### src/rtl/updown_button_conditioner.sv
// Up/down pushbutton conditioner: sync, debounce, press FSM.
// Turns raw buttons into single-cycle count-enable pulses.
//
// Ports:
//   clock       system clock
//   reset       asynchronous, active-high reset
//   btn_up      raw up pushbutton (asynchronous)
//   btn_down    raw down pushbutton (asynchronous)
//   up_pulse    one-cycle count-up enable
//   down_pulse  one-cycle count-down enable
//   up_level    debounced up level
//   down_level  debounced down level
//   locked      high while both-buttons lockout is active
module updown_button_conditioner #(
  parameter int DEBOUNCE_CYCLES = 1000000,
  parameter int REPEAT_EN       = 1,
  parameter int REPEAT_DELAY    = 50000000,
  parameter int REPEAT_RATE     = 10000000
) (
  input  logic clock,
  input  logic reset,
  input  logic btn_up,
  input  logic btn_down,
  output logic up_pulse,
  output logic down_pulse,
  output logic up_level,
  output logic down_level,
  output logic locked
);

  localparam int DB_W  = $clog2(DEBOUNCE_CYCLES + 1);
  localparam int T_MAX = (REPEAT_DELAY > REPEAT_RATE) ?
                         REPEAT_DELAY : REPEAT_RATE;
  localparam int T_W   = $clog2(T_MAX + 1);

  localparam logic [DB_W-1:0] DB_LAST =
    DB_W'(DEBOUNCE_CYCLES - 1);
  localparam logic [T_W-1:0] T_DELAY = T_W'(REPEAT_DELAY);
  localparam logic [T_W-1:0] T_RATE  = T_W'(REPEAT_RATE);
  localparam logic [T_W-1:0] T_ONE   = T_W'(1);

  typedef enum logic [1:0] {
    IDLE,
    HOLD_UP,
    HOLD_DN,
    LOCK
  } state_t;

  // Index 0 is the up button, index 1 the down button.
  logic [1:0]      sync1;
  logic [1:0]      sync2;
  logic [1:0]      lvl;
  logic [DB_W-1:0] db_cnt [2];

  state_t         state;
  logic [T_W-1:0] timer;

  // Level flips on the edge where the mismatch run
  // would reach DEBOUNCE_CYCLES.
  always_ff @(posedge clock or posedge reset) begin
    if (reset) begin
      sync1     <= '0;
      sync2     <= '0;
      lvl       <= '0;
      db_cnt[0] <= '0;
      db_cnt[1] <= '0;
    end else begin
      sync1 <= {btn_down, btn_up};
      sync2 <= sync1;
      for (int i = 0; i < 2; i++) begin
        if (sync2[i] != lvl[i]) begin
          if (db_cnt[i] == DB_LAST) begin
            lvl[i]    <= ~lvl[i];
            db_cnt[i] <= '0;
          end else begin
            db_cnt[i] <= db_cnt[i] + 1'b1;
          end
        end else begin
          db_cnt[i] <= '0;
        end
      end
    end
  end

  assign up_level   = lvl[0];
  assign down_level = lvl[1];

  // A hold state checks its own level first, so a release
  // coinciding with the other press returns to IDLE and is
  // seen there as a fresh press, not as a lockout.
  always_ff @(posedge clock or posedge reset) begin
    if (reset) begin
      state      <= IDLE;
      timer      <= '0;
      up_pulse   <= 1'b0;
      down_pulse <= 1'b0;
      locked     <= 1'b0;
    end else begin
      up_pulse   <= 1'b0;
      down_pulse <= 1'b0;
      unique case (state)
        IDLE: begin
          if (lvl[0] && lvl[1]) begin
            state  <= LOCK;
            locked <= 1'b1;
          end else if (lvl[0]) begin
            up_pulse <= 1'b1;
            timer    <= T_DELAY;
            state    <= HOLD_UP;
          end else if (lvl[1]) begin
            down_pulse <= 1'b1;
            timer      <= T_DELAY;
            state      <= HOLD_DN;
          end
        end
        HOLD_UP: begin
          if (!lvl[0]) begin
            state <= IDLE;
          end else if (lvl[1]) begin
            state  <= LOCK;
            locked <= 1'b1;
          end else if (REPEAT_EN != 0) begin
            if (timer <= T_ONE) begin
              up_pulse <= 1'b1;
              timer    <= T_RATE;
            end else begin
              timer <= timer - 1'b1;
            end
          end
        end
        HOLD_DN: begin
          if (!lvl[1]) begin
            state <= IDLE;
          end else if (lvl[0]) begin
            state  <= LOCK;
            locked <= 1'b1;
          end else if (REPEAT_EN != 0) begin
            if (timer <= T_ONE) begin
              down_pulse <= 1'b1;
              timer      <= T_RATE;
            end else begin
              timer <= timer - 1'b1;
            end
          end
        end
        LOCK: begin
          if (!lvl[0] && !lvl[1]) begin
            state  <= IDLE;
            locked <= 1'b0;
          end
        end
        default: begin
          state  <= IDLE;
          locked <= 1'b0;
        end
      endcase
    end
  end

endmodule
### config.mk
export PLATFORM = sky130hd
export DESIGN_NAME = updown_button_conditioner
export DESIGN_NICKNAME = d
export VERILOG_FILES = /design/src/rtl/updown_button_conditioner.sv
export SDC_FILE = /design/constraint.sdc
export NUM_CORES = 1
export LEC_CHECK = 0
export ABC_AREA = 1
export ABC_CLOCK_PERIOD_IN_PS = 5700
export CORE_MARGIN = 1
export CORE_UTILIZATION = 49
export DETAILED_ROUTE_END_ITERATION = 8
export GPL_TIMING_DRIVEN = 0
export PLACE_DENSITY = 0.65
export REMOVE_ABC_BUFFERS = 1
export SETUP_SLACK_MARGIN = 0.02
export SLEW_MARGIN = 10
export SYNTH_ARGS = -nofsm -noshare
export SYNTH_HDL_FRONTEND = slang
export SYNTH_SLANG_ARGS = --single-unit
### constraint.sdc
create_clock -name clock -period 5.7 [get_ports clock]
set_input_delay 1.14 -clock clock [delete_from_list [all_inputs] [get_ports clock]]
set_output_delay 1.14 -clock clock [all_outputs]
set_load 0.02 [all_outputs]
==> impl_results.md <==
* Status: complete, but fails checks
* Failing checks: DRC
* Initial antenna violation count at 0
* CTS clk-pin slew, worst paths at 0.08 ns
* Overall routing resource usage at 0.218
* # clock sinks at 77
* Post-synthesis sequential area ratio at 0.427
* Total CTS buffers at 9
* Crit path from: lvl[0]
* Root Buffer: clkbuf_8
* Num rows at 34
* Crit-path max cell delay at 0.66 ns
* Die Area at 9610 sq um
* Synth-to-layout area growth at 9.31%
* Crit path capture type: output pin
* Crit path DAT at 1.53 ns
* Hold Buf Count CTS at 0
* Crit path launch type: flop
* Routed len/inst at 12.7 um
* Slew Limit Fails at 0
* Crit Path Class: reg -> out
* Buffers added on ports at 8
* Unrepaired setup endpoints after global routing: false
* Vias in the first global route at 3760
* Final std cells w/o fill at 739
* CTS max path bufs at 2
* DRT Wirelength at 9.37 mm
* HPWL after DPL at 6.90 mm
* Routed via count at 3835
* Levels on crit path at 1
* Die Ht at 98.0 um
* Skew final at 0.00770 ns
* Fillers at 830
* Slew headroom at 0.702
* Largest net degree at the start of global routing at 43
* Hold Path Class: reg -> reg
* First-pass GRT wire length at 16.8 mm
* # DRC at 3
* CTS tree: done
* Drt pass-1 iters at 6
* Final design utilization at 0.561
* Core box area at 8810 sq um
* Sequence of cells on the critical path: clkdlybuf4s50_1
* Initial Util at 0.513
* Crit share post-route at 0.468
* Avg Cell Area, Syn at 7.37 sq um
* Routability cong. at 0.909
* DIE WIDTH at 98.0 um
* Critical Path Slowest Stage Cell: clkdlybuf4s50_1
* Design Power at 1.08 mW
* Commonest non-fill, non-tap cell in the layout: nand2_1
* Crit path required time at 4.56 ns
* ANT nets after route at 0
* Crit Path Max Fanout at 6
* Hold Fails Final Rpt at 0
* Maximum vdd drop at 0.145 mV
* Main synth FF type: dfrtp_1
* Via density at 5.19
* Worst-Skew Late Latency at 0.35 ns
* Share of layout cells above drive strength 1 at 0.0761
* Most frequent cells in the layout: nand2_1 (130), nor2_1 (118), dfrtp_1 (77)
* Layout Nets at 639
* FF-to-FF path depth at 9
* Async set-reset flop share out of synthesis at 1.00
* Max-cap check violation count at 0
* RR Startpoint: timer[0]
* Post-synthesis register bit count at 77
* Peak Freq at 375 MHz
* Post-Syn Area at 4520 sq um
* Dpl cells at 723
* Reg2reg end: timer[25]
* EDFF count, synth at 0
* Postcts setup bufs at 0
* Critical path buffers and inverters at 1
* Synth unique cells at 33
* Ports at 9
* Grt total ovfl at 0
* Worst Max-Slew Pin Slew at 0.447 ns
* Yosys warns at 0
* Setup violations, final at 0
* Flop2flop setup slack at 3.75 ns
* Initial DRC Count at 147
* Fin crit period at 2.67 ns
* PwrDens at 219 nW/um^2
* CTS resizes at 0
* CP top delay family: buffers and inverters
* H-tree levels at 3
* Post-route setup TNS at 0 ns
* Leakage at 2.44 nW
* Critical Path End: up_level
* Post-Syn Instances at 613
* Number of diodes at 0
[worst min path at each step]
stage               startpoint  slack [ns]  depth (start not counted)        to
floorplan             sync1[0]        0.33                          0  sync2[0]
CTS                   sync1[1]        0.36                          0  sync2[1]
finish                sync1[1]        0.36                          0  sync2[1]
global route          sync1[1]        0.38                          0  sync2[1]
detailed placement    sync1[1]        0.34                          0  sync2[1]
global placement      sync1[0]        0.34                          0  sync2[0]
[cells in the mapped netlist (2+ instances only)]
library cell	instances	area (sq um)
inv_2	5	18.8
nor2_1	118	443
o21ai_1	3	15.0
nand4_1	10	62.6
nand2_1	130	488
xnor2_1	8	70.1
nand2_4	5	56.3
nand2_2	5	31.3
nor3_2	4	40.0
inv_1	76	285
a21oi_1	25	125
buf_4	2	15.0
ha_1	9	113
xor2_1	14	123
o22ai_1	5	31.3
nor2_4	3	33.8
nor2_2	7	43.8
buf_6	3	33.8
o21bai_1	2	15.0
nand3_1	50	250
o21ai_0	19	95.1
nand3_2	2	20.0
nor3_1	21	105
a21boi_1	2	15.0
dfrtp_1	77	1930
[logic make-up (layout without fill, tap and decap cells)]
kind of cell | Yosys count | count (layout) | share of synthesized area
adder cells (fa/ha/maj) | 9 | 9 | 0.0249
flip-flops | 77 | 77 | 0.427
buffers and inverters | 88 | 106 | 0.0801
AO/OA/AOI/OAI | 60 | 60 | 0.0742
XOR/XNOR | 22 | 22 | 0.0427
AND/OR/NAND/NOR | 357 | 357 | 0.352
[layout make-up]
class                      instances  area (sq um)  share of cell area
clock buffer                      12           145              0.0294
clock inverter                     4          95.1              0.0193
inverter                          81           307              0.0621
multi-input combinational        448          2230               0.451
sequential                        77          1930               0.390
tap                              108           135              0.0274
timing repair buffer               9           100              0.0203
[where the power goes]
group | switching (mW) | total (mW) | internal (mW)
clock network | 0.198 | 0.501 | 0.303
logic | 0.0203 | 0.0284 | 0.00813
registers | 0.00343 | 0.554 | 0.551
total | 0.222 | 1.08 | 0.861
[stage by stage]
step,hold slack [ns],cell area (sq um),setup WS (ns)
2_1_floorplan,0.331,4460,2.59
3_3_place_gp,0.336,4670,1.28
3_5_place_dp,0.338,4700,3.39
4_1_cts,0.356,4940,3.00
5_1_grt,0.379,4940,2.98
6_report,0.355,4940,3.03
[metal layers]
layer,global-route usage,wire [um],part of all wire
met1,0.279,4460,0.48
met2,0.365,4420,0.47
met3,0.0401,304,0.032
met4,0.0874,178,0.019
met5,0,0,0
[sequential cells by signal (all words and copies together), names as in the netlist]
signal,count
db_cnt,40
timer,26
sync1,2
lvl,2
sync2,2
locked,1
state,2
down_pulse,1
up_pulse,1
Power figures use the tool's default switching activity.
